$ cat config.mk
export PLATFORM = sky130hd
export DESIGN_NAME = vec_alu_sequencer
export DESIGN_NICKNAME = d
export VERILOG_FILES = /design/src/rtl/vec_alu_sequencer.sv
export SDC_FILE = /design/constraint.sdc
export NUM_CORES = 1
export LEC_CHECK = 0
export CAP_MARGIN = 20
export CORE_UTILIZATION = 43
export CTS_BUF_LIST = sky130_fd_sc_hd__clkbuf_2
export CTS_CLUSTER_SIZE = 8
export DETAILED_ROUTE_END_ITERATION = 10
export PLACE_DENSITY = 0.72
export REMOVE_ABC_BUFFERS = 1
export SLEW_MARGIN = 20
export SYNTH_ARGS = -nofsm -noshare
export SYNTH_HDL_FRONTEND = slang
export SYNTH_SLANG_ARGS = --single-unit
$ cat constraint.sdc
create_clock -name clk -period 2.5 [get_ports clk]
set_clock_uncertainty 0.2 [all_clocks]
set_input_delay 0.5 -clock clk [delete_from_list [all_inputs] [get_ports clk]]
set_output_delay 0.5 -clock clk [all_outputs]
set_load 0.01 [all_outputs]
$ cat src/rtl/vec_alu_sequencer.sv
// Vector ALU sequencer: captures a vector op, steps an external scalar ALU
// across the active lanes one per cycle, and holds the result until consumed.
module vec_alu_sequencer #(
    parameter int N     = 8,
    parameter int LANES = 4,
    parameter int VLW   = 3
) (
    input  logic                 clk,
    input  logic                 reset,
    input  logic                 in_valid,
    output logic                 in_ready,
    input  logic [3:0]           in_ctrl,
    input  logic [VLW-1:0]       in_vl,
    input  logic [N*LANES-1:0]   in_va,
    input  logic [N*LANES-1:0]   in_vb,
    output logic [N-1:0]         alu_a,
    output logic [N-1:0]         alu_b,
    output logic [3:0]           alu_ctrl,
    input  logic [N-1:0]         alu_y,
    input  logic [3:0]           alu_flags,
    output logic                 out_valid,
    input  logic                 out_ready,
    output logic [N*LANES-1:0]   out_vy,
    output logic [3:0]           out_flags,
    output logic [4*LANES-1:0]   out_lane_flags,
    output logic                 busy
);

    typedef enum logic [1:0] {
        IDLE = 2'd0,
        RUN  = 2'd1,
        DONE = 2'd2
    } state_t;

    state_t               state_q;
    logic [VLW-1:0]       k_q;
    logic [VLW-1:0]       vl_q;
    logic [3:0]           ctrl_q;
    logic [N*LANES-1:0]   va_q;
    logic [N*LANES-1:0]   vb_q;
    logic [N*LANES-1:0]   vy_q;
    logic [4*LANES-1:0]   lf_q;
    logic [3:0]           flags_q;
    logic                 out_valid_q;
    logic [VLW-1:0]       vl_eff_d;
    logic [3:0]           flags_d;

    // Clamp the requested vector length to the number of physical lanes.
    always_comb begin
        if (in_vl > VLW'(LANES)) begin
            vl_eff_d = VLW'(LANES);
        end else begin
            vl_eff_d = in_vl;
        end
    end

    // Fold the current lane's flags into the aggregate: Z is an AND, the rest OR.
    always_comb begin
        flags_d = {flags_q[3] | alu_flags[3],
                   flags_q[2] & alu_flags[2],
                   flags_q[1] | alu_flags[1],
                   flags_q[0] | alu_flags[0]};
    end

    // ALU operands are only driven while stepping through lanes.
    always_comb begin
        alu_a    = '0;
        alu_b    = '0;
        alu_ctrl = 4'd0;
        if (state_q == RUN) begin
            alu_a    = va_q[k_q*N +: N];
            alu_b    = vb_q[k_q*N +: N];
            alu_ctrl = ctrl_q;
        end else begin
            alu_ctrl = 4'd0;
        end
    end

    // Sequencer FSM with capture, per-lane writeback and result hold.
    always_ff @(posedge clk) begin
        if (reset) begin
            state_q     <= IDLE;
            k_q         <= '0;
            vl_q        <= '0;
            ctrl_q      <= 4'd0;
            va_q        <= '0;
            vb_q        <= '0;
            vy_q        <= '0;
            lf_q        <= '0;
            flags_q     <= 4'd0;
            out_valid_q <= 1'b0;
        end else begin
            case (state_q)
                IDLE: begin
                    if (in_valid) begin
                        ctrl_q  <= in_ctrl;
                        va_q    <= in_va;
                        vb_q    <= in_vb;
                        vl_q    <= vl_eff_d;
                        k_q     <= '0;
                        // Inactive lanes keep A; aggregate starts from the identity.
                        vy_q    <= in_va;
                        lf_q    <= '0;
                        flags_q <= 4'b0100;
                        if (vl_eff_d == '0) begin
                            state_q     <= DONE;
                            out_valid_q <= 1'b1;
                        end else begin
                            state_q <= RUN;
                        end
                    end
                end
                RUN: begin
                    vy_q[k_q*N +: N] <= alu_y;
                    lf_q[k_q*4 +: 4] <= alu_flags;
                    flags_q          <= flags_d;
                    k_q              <= k_q + VLW'(1);
                    if (k_q == vl_q - VLW'(1)) begin
                        state_q     <= DONE;
                        out_valid_q <= 1'b1;
                    end
                end
                DONE: begin
                    if (out_ready) begin
                        state_q     <= IDLE;
                        out_valid_q <= 1'b0;
                    end
                end
                default: begin
                    state_q     <= IDLE;
                    out_valid_q <= 1'b0;
                end
            endcase
        end
    end

    assign in_ready       = (state_q == IDLE);
    assign busy           = (state_q != IDLE);
    assign out_valid      = out_valid_q;
    assign out_vy         = vy_q;
    assign out_flags      = flags_q;
    assign out_lane_flags = lf_q;

endmodule

==> results of run 1 <==
==> critical path, cell delays in order, from the launching register on <==
cell	delay, ps
dfxtp_4	400
buf_6	110
buf_12	130
mux4_2	500
and2_4	160
buf_6	110
==> layout make-up <==
type / count / area (um2) / share of cell area
multi-input cells: 451 / 2980 / 0.3649
inverters: 23 / 86.33 / 0.01057
repair buffers: 211 / 2112 / 0.2586
well taps: 176 / 220.2 / 0.02696
clock inverters: 10 / 68.82 / 0.008427
clock buffers: 22 / 110.1 / 0.01348
flip-flops and latches: 129 / 2589 / 0.3170
==> logic make-up (layout without fill, tap and decap cells) <==
group                    Yosys count  count (layout)  synth area share
AND/OR/NAND/NOR                  233             234            0.1906
AO/OA/AOI/OAI                    193             193            0.2191
flip-flops                       129             129            0.4390
buffers and inverters             94             266           0.07295
multiplexers                      17              17           0.06317
adder cells (fa/ha/maj)            4               4          0.008507
XOR/XNOR                           3               3          0.006806
==> synthesized netlist by cell type, drive strengths merged, types with 3 or more instances <==
cell type / instances / area [um2]
nand2b: 4 / 25.02
o211ai: 4 / 30.03
o311ai: 26 / 250.2
ha: 4 / 50.05
nand4: 26 / 162.7
nand2: 151 / 566.8
dfxtp: 129 / 2582
buf: 41 / 229.0
o31ai: 8 / 60.06
a2111oi: 7 / 80.08
inv: 23 / 86.33
a311oi: 10 / 87.58
clkbuf: 30 / 113.9
and2: 20 / 125.1
mux4: 16 / 360.4
a221oi: 8 / 70.07
nand3b: 3 / 22.52
a21oi: 103 / 515.5
nor3: 8 / 40.04
nor2b: 3 / 18.77
o41ai: 3 / 26.28
nand3: 7 / 35.03
a31oi: 15 / 93.84
==> power breakdown <==
part	internal [mW]	leakage [nW]	total (mW)	switching (mW)
combinational	0.789	1.80	1.69	0.900
sequential	2.25	1.06	2.37	0.112
clock	0.354	0.121	1.09	0.736
==> final timing paths <==
kind / from / end / slack [ps] / cells past startpoint
setup / recovery: k_q[0] / alu_a[0] / -310 / 5
setup reg to reg: k_q[0] / out_lane_flags[11] / 90 / 9
hold reg to reg: vb_q[21] / vb_q[21] / 270 / 2
hold / removal: reset / vl_q[2] / 90 / 2
==> cells in the final DEF (no fill, tap or decap), drive strengths merged, types with 8 or more instances in the layout <==
master,instances
nand2,151
clkdlybuf4s50,138
dfxtp,129
a21oi,103
buf,69
nand4,26
o311ai,26
clkbuf,24
inv,23
and2,20
mux4,16
a31oi,15
a311oi,10
nor3,8
o31ai,8
a221oi,8
clkinv,8
==> flip-flops by register name, indices dropped and copies added (netlist names) <==
name and flops:
vb_q 32, out_valid 1, va_q 32, k_q 3, ctrl_q 4, out_vy 32, out_lane_flags 16, state_q 2
out_flags 4, vl_q 3
==> metrics by stage <==
stage / instances / instance area (um2) / utilization / setup slack (ps)
after detailed placement: 972 / 7709 / 0.5798 / 44.45
after global placement: 972 / 7709 / 0.5798 / 80.82
final: 1022 / 8167 / 0.6142 / -310.4
after floorplan: 602 / 5540 / - / -1675
after global routing: 1022 / 8167 / 0.6142 / -425.6
after CTS: 1017 / 8028 / 0.6038 / -373.9
==> metal layers <==
metal	up-vias	global-route usage
met1	2789	0.3364
met2	302	0.4152
met3	40	0.08285
met5	-	0
li1	2759	-
met4	0	0.1171
==> what timing repair did <==
action | in CTS | in global routing
pin swaps | 16 | 7
cloned | 1 | 3
resized for setup | 102 | 41
setup buffers | 12 | 6
endpoints found under the setup margin | 22 | 49
==> impl_metrics.sql, run 1 <==
INSERT INTO impl_metrics (metric_group, metric, value, unit) VALUES
('route', 'route.final.wire_length', '18670', 'um'),
('route', 'wl_met2', '8737', 'um'),
('worst_setup_path', 'timing.setup.critical_path_class', 'register to output pin', ''),
('sta', 'layout_setup_ws', '-310.4', 'ps'),
('worst_setup_path', 'critPathRequiredTime', '1800', 'ps'),
('route', 'drt-vias-per-instance', '5.763', ''),
('outcome', 'failing_checks', 'negative setup slack', ''),
('power', 'fin_total_pwr', '5.146', 'mW'),
('logic_synthesis', 'synth_cells', '673', ''),
('logic_synthesis', 'synth-main-ff-cell', 'dfxtp_1', ''),
('finish', 'nNetsFinal', '924', ''),
('sta', 'timing.final.crit_share', '1.124', ''),
('route', 'm1WireLength', '7661', 'um'),
('floorplan', 'die_span_in_x', '119.0', 'um'),
('grt', 'initial_antenna_violation_count', '0', ''),
('clocking', 'clock-sinks', '129', ''),
('clocking', 'ctsRootBufferMaster', 'clkbuf_2', ''),
('floorplan', 'num_rows', '42', ''),
('route', 'met3_wirelength', '1834', 'um'),
('clocking', 'clkSlewWorstSetupHoldPaths', '170', 'ps'),
('floorplan', 'starting_density_of_the_core', '0.4425', ''),
('worst_setup_path', 'critical_path.startpoint_type', 'register', ''),
('route', 'drc', '0', ''),
('sta', 'setup-tns-final', '-4264', 'ps'),
('job', 'max-cap-violations', '0', ''),
('finish', 'diodes', '0', ''),
('clocking', 'cts_max_path_buffers', '2', ''),
('sta', 'hold_slack', '88.19', 'ps'),
('clocking', 'total_cts_buffers', '17', ''),
('grt', 'grt_first_pass_wirelength', '29290', 'um'),
('finish', 'layout_cells_sized_above_1', '0.1785', ''),
('route', 'drt_pass1_iterations', '7', ''),
('route', 'ant_nets', '0', ''),
('sta', 'slew_headroom', '0.2633', ''),
('power', 'vdd_ir_drop_max', '357.2', 'uV'),
('sta', 'drv_slew', '0', ''),
('finish', 'synthToLayoutAreaGrowth', '38.81', '%'),
('sta', 'hold_viol_final', '0', ''),
('clocking', 'quantity_of_hold_fixing_buffers_added_after_cts', '0', ''),
('floorplan', 'die-area', '14150', 'um2'),
('logic_synthesis', 'postSynth.asyncResetShare', '0', ''),
('outcome', 'result_of_the_run', 'complete, but fails checks', ''),
('placement', 'post-dp-hpwl', '12140', 'um'),
('worst_setup_path', 'worst_setup_path_end_kind', 'output pin', ''),
('logic_synthesis', 'synth_enable_flop_cells', '0', ''),
('route', 'num_vias', '5890', ''),
('logic_synthesis', 'yosys_warnings', '0', ''),
('sta', 'report.final.setup_viol', '16', ''),
('grt', 'grt.total_usage', '0.2657', ''),
('grt', 'grt_start_max_net_pins', '58', ''),
('sta', 'rsz_0062_raised_after_global_routing', 'yes', ''),
('power', 'power.density_cell_area', '630.1', 'nW/um2'),
('worst_hold_path', 'min-delay-path-class', 'input pin to register', ''),
('route', 'initialDrtViolationCount', '648', ''),
('floorplan', 'floorplan.io_pins', '162', ''),
('logic_synthesis', 'synth-seq-area-share', '0.4390', ''),
('route', 'routed.top_layer', 'met4', ''),
('logic_synthesis', 'post_synth_num_cell_types', '48', ''),
('power', 'lkg_pwr', '2.977', 'nW'),
('clocking', 'cts_tree', 'built', ''),
('floorplan', 'dieHeight', '119.0', 'um'),
('placement', 'gpl.final_weighted_congestion', '0.7763', ''),
('clocking', 'insertion_delay', '690', 'ps'),
('floorplan', 'core', '13300', 'um2'),
('worst_setup_path', 'critical_path_arrival', '2110', 'ps'),
('worst_setup_path', 'crit_path_max_fanout', '7', ''),
('logic_synthesis', 'total_standard_cell_area_after_synthesis', '5883', 'um2'),
('clocking', 'h-tree-depth', '4', ''),
('sta', 'fin_crit', '2810', 'ps'),
('grt', 'grt_overflow_total', '0', ''),
('logic_synthesis', 'yosys_register_bits', '129', ''),
('sta', 'tightestPinTransition', '1103', 'ps'),
('sta', 'fmax', '355.8', 'MHz'),
('logic_synthesis', 'syn-mean-instance-area', '8.742', 'um2'),
('route', 'detailed_route_wire_length_per_cell', '18.27', 'um'),
('grt', 'grt_pass1_vias', '5690', ''),
('finish', 'n_fill_cell', '1131', ''),
('placement', 'placement.io_buffers', '161', '');
Note: power is estimated with default switching activity, not from simulation.
==> run 2, diff against run 1 <==
--- a/config.mk
+++ b/config.mk
@@ -12,7 +12,6 @@
 export DETAILED_ROUTE_END_ITERATION = 10
 export PLACE_DENSITY = 0.72
 export REMOVE_ABC_BUFFERS = 1
-export SLEW_MARGIN = 20
 export SYNTH_ARGS = -nofsm -noshare
 export SYNTH_HDL_FRONTEND = slang
 export SYNTH_SLANG_ARGS = --single-unit
==> results of run 2 <==
No change in the layout: final DEF, timing and power equal those of run 1.
==> run 3, diff against run 2 <==
--- a/config.mk
+++ b/config.mk
@@ -5,12 +5,13 @@
 export SDC_FILE = /design/constraint.sdc
 export NUM_CORES = 1
 export LEC_CHECK = 0
-export CAP_MARGIN = 20
+export CAP_MARGIN = 30
 export CORE_UTILIZATION = 43
 export CTS_BUF_LIST = sky130_fd_sc_hd__clkbuf_2
 export CTS_CLUSTER_SIZE = 8
 export DETAILED_ROUTE_END_ITERATION = 10
 export PLACE_DENSITY = 0.72
+export RECOVER_POWER = 25
 export REMOVE_ABC_BUFFERS = 1
 export SYNTH_ARGS = -nofsm -noshare
 export SYNTH_HDL_FRONTEND = slang
==> run 3 against run 2 <==
Effect of this change: the flow still finishes with violations (negative setup slack); flip-flop and latch count is the same; wire length is essentially flat; non-clock buffer count is the same; core utilization shrank 0.31 points; via count grew 1.1%; critical path depth is the same; count of clock-buffer cells in the layout is the same; clock power is essentially flat; sequential power is essentially flat; worst setup slack gained 8.1 ps; register-to-register slack lost 280 ps; critical endpoint unchanged.
==> impl_metrics.sql, run 3 (synthesis gave the netlist of run 1 again) <==
INSERT INTO impl_metrics (metric_group, metric, value, unit) VALUES
('outcome', 'result_of_the_run', 'complete, but fails checks', ''),
('outcome', 'failing_checks', 'negative setup slack', ''),
('finish', 'layout_cells_sized_above_1', '0.1749', ''),
('finish', 'post-route-util', '0.6111', ''),
('clocking', 'cts_max_path_buffers', '2', ''),
('finish', 'diodes', '0', ''),
('clocking', 'insertion_delay', '690', 'ps'),
('worst_setup_path', 'path_common_cell', 'buf_6', ''),
('grt', 'grt_first_pass_wirelength', '29290', 'um'),
('sta', 'slew_headroom', '0.2564', ''),
('power', 'power.net_switching', '1.738', 'mW'),
('route', 'num_vias', '5954', ''),
('grt', 'grt.total_usage', '0.2657', ''),
('floorplan', 'starting_density_of_the_core', '0.4425', ''),
('worst_setup_path', 'critical_path_arrival', '2100', 'ps'),
('sta', 'report.final.setup_viol', '44', ''),
('placement', 'placement.io_buffers', '161', ''),
('finish', 'synthToLayoutAreaGrowth', '38.11', '%'),
('finish', 'n_fill_cell', '1141', ''),
('power', 'vdd_ir_drop_max', '358.0', 'uV'),
('worst_hold_path', 'min-delay-path-class', 'input pin to register', ''),
('worst_setup_path', 'worst_path_max_delay_cell', 'mux4_2', ''),
('placement', 'dp_cells', '972', ''),
('grt', 'grt_overflow_total', '0', ''),
('sta', 'setup-tns-final', '-5920', 'ps'),
('clocking', 'h-tree-depth', '4', ''),
('sta', 'hold_viol_final', '0', ''),
('sta', 'rsz_0062_raised_after_global_routing', 'yes', ''),
('sta', 'tightestPinTransition', '1113', 'ps'),
('floorplan', 'num_rows', '42', ''),
('worst_setup_path', 'crit_path_max_fanout', '7', ''),
('floorplan', 'die_span_in_x', '119.0', 'um'),
('floorplan', 'floorplan.io_pins', '162', ''),
('worst_setup_path', 'critPathRequiredTime', '1800', 'ps'),
('power', 'pwr-share-comb', '0.325', ''),
('grt', 'initial_antenna_violation_count', '0', ''),
('worst_setup_path', 'timing.critical_path.buf_inv', '3', ''),
('sta', 'fin_crit', '2802', 'ps'),
('sta', 'layout_setup_ws', '-302.2', 'ps'),
('clocking', 'cts_tree', 'built', ''),
('worst_setup_path', 'max_stage_delay', '500', 'ps'),
('route', 'route.final.wire_length', '18680', 'um'),
('finish', 'final_common_cell', 'nand2_1', ''),
('floorplan', 'core', '13300', 'um2'),
('clocking', 'clkSlewWorstSetupHoldPaths', '170', 'ps'),
('power', 'pwr-share-seq', '0.463', ''),
('clocking', 'clock-sinks', '129', ''),
('worst_setup_path', 'worst_setup_path_end_kind', 'output pin', ''),
('sta', 'fmax', '356.9', 'MHz'),
('finish', 'layout_common_cells', 'nand2_1 (151), clkdlybuf4s50_1 (138), dfxtp_1 (127), a21oi_1 (102), buf_4 (33)', ''),
('route', 'drc', '0', ''),
('grt', 'grt_start_max_net_pins', '58', ''),
('power', 'fin_total_pwr', '5.114', 'mW'),
('route', 'detailed_route_wire_length_per_cell', '18.28', 'um'),
('sta', 'drv_slew', '0', ''),
('power', 'power.density_cell_area', '629.4', 'nW/um2'),
('finish', 'nNetsFinal', '924', ''),
('clocking', 'total_cts_buffers', '17', ''),
('power', 'lkg_pwr', '2.961', 'nW'),
('floorplan', 'die-area', '14150', 'um2'),
('finish', 'stdcell_area', '8125', 'um2'),
('route', 'initialDrtViolationCount', '615', ''),
('worst_setup_path', 'timing.setup.critical_path_class', 'register to output pin', ''),
('power', 'power.clock.fraction', '0.213', ''),
('placement', 'gpl.final_weighted_congestion', '0.7763', ''),
('sta', 'timing.final.crit_share', '1.121', ''),
('finish', 'final_cell_count_no_fill', '1022', ''),
('route', 'ant_nets', '0', ''),
('route', 'drt_pass1_iterations', '5', ''),
('placement', 'place_area', '7709', 'um2'),
('worst_setup_path', 'timing.critical_path.cells', 'buf_6 > buf_12 > mux4_2 > and2_4 > buf_6', ''),
('worst_setup_path', 'critical_path.startpoint_type', 'register', ''),
('grt', 'grt_pass1_vias', '5690', ''),
('clocking', 'ctsRootBufferMaster', 'clkbuf_2', ''),
('power', 'netSwitchingFraction', '0.3398', ''),
('power', 'cell_int_power', '3.376', 'mW'),
('route', 'drt-vias-per-instance', '5.826', ''),
('placement', 'post-dp-hpwl', '12140', 'um'),
('worst_setup_path', 'critPathTopFamily', 'multiplexers', ''),
('floorplan', 'dieHeight', '119.0', 'um'),
('job', 'max-cap-violations', '0', '');
[run 3: power groups by stage]
stage                     Sequential [mW]  Combinational (mW)  Clock, mW
final                                2.37                1.66       1.09
after global routing                 2.39                1.78       1.21
after detailed placement             2.41                1.53          0
after CTS                            2.36                1.61       1.11
after global placement               2.39                1.50          0
after floorplan                      2.45               0.674          0
[run 3: worst reg2reg max path, stage by stage, from the launching register on]
cell and delay (ps):
dfxtp_1 350, clkbuf_4 140, clkbuf_1 160, nor3b_2 280, clkbuf_2 880, a311oi_1 200, a2111oi_2 390
[run 3: what timing repair did]
action	in CTS	in global routing
endpoints found under the setup margin	22	49
pin swaps	16	7
hold buffers	0	0
cloned	1	3
gates resized for setup	102	41
setup buffers	12	6
[run 3: final cells by class]
class | instances | area [um2] | share of cell area
multi-input combinational | 451 | 2972 | 0.3657
sequential | 129 | 2587 | 0.3184
timing repair buffer | 211 | 2081 | 0.2561
tap | 176 | 220.2 | 0.02710
clock buffer | 22 | 110.1 | 0.01355
inverter | 23 | 86.33 | 0.01063
clock inverter | 10 | 68.82 | 0.008469
[run 3: stage by stage]
stage	setup slack (ps)	hold slack, ps
6_report	-302.2	96.13
5_1_grt	-425.6	29.64
4_1_cts	-373.9	35.98
3_5_place_dp	44.45	245.5
3_3_place_gp	80.82	238.9
2_1_floorplan	-1675	225.7
[run 3: path summary, 6_finish.rpt]
| check | startpoint | to | slack, ps | depth (start not counted) |
|---|---|---|---|---|
| min reg2reg | vb_q[21] | vb_q[21] | 270 | 2 |
| max | k_q[0] | alu_a[0] | -300 | 5 |
| max reg2reg | state_q[0] | out_vy[11] | -190 | 6 |
| min | reset | vl_q[2] | 100 | 2 |
[run 3: metal layers]
| metal | wire length (um) | share of wire | track usage | vias to the layer above |
|---|---|---|---|---|
| met4 | 422 | 0.023 | 0.1171 | 0 |
| met1 | 7631 | 0.41 | 0.3364 | 2844 |
| met3 | 1886 | 0.10 | 0.08285 | 35 |
| li1 | - | - | - | 2763 |
| met5 | 0 | 0 | 0 | - |
| met2 | 8738 | 0.47 | 0.4152 | 312 |
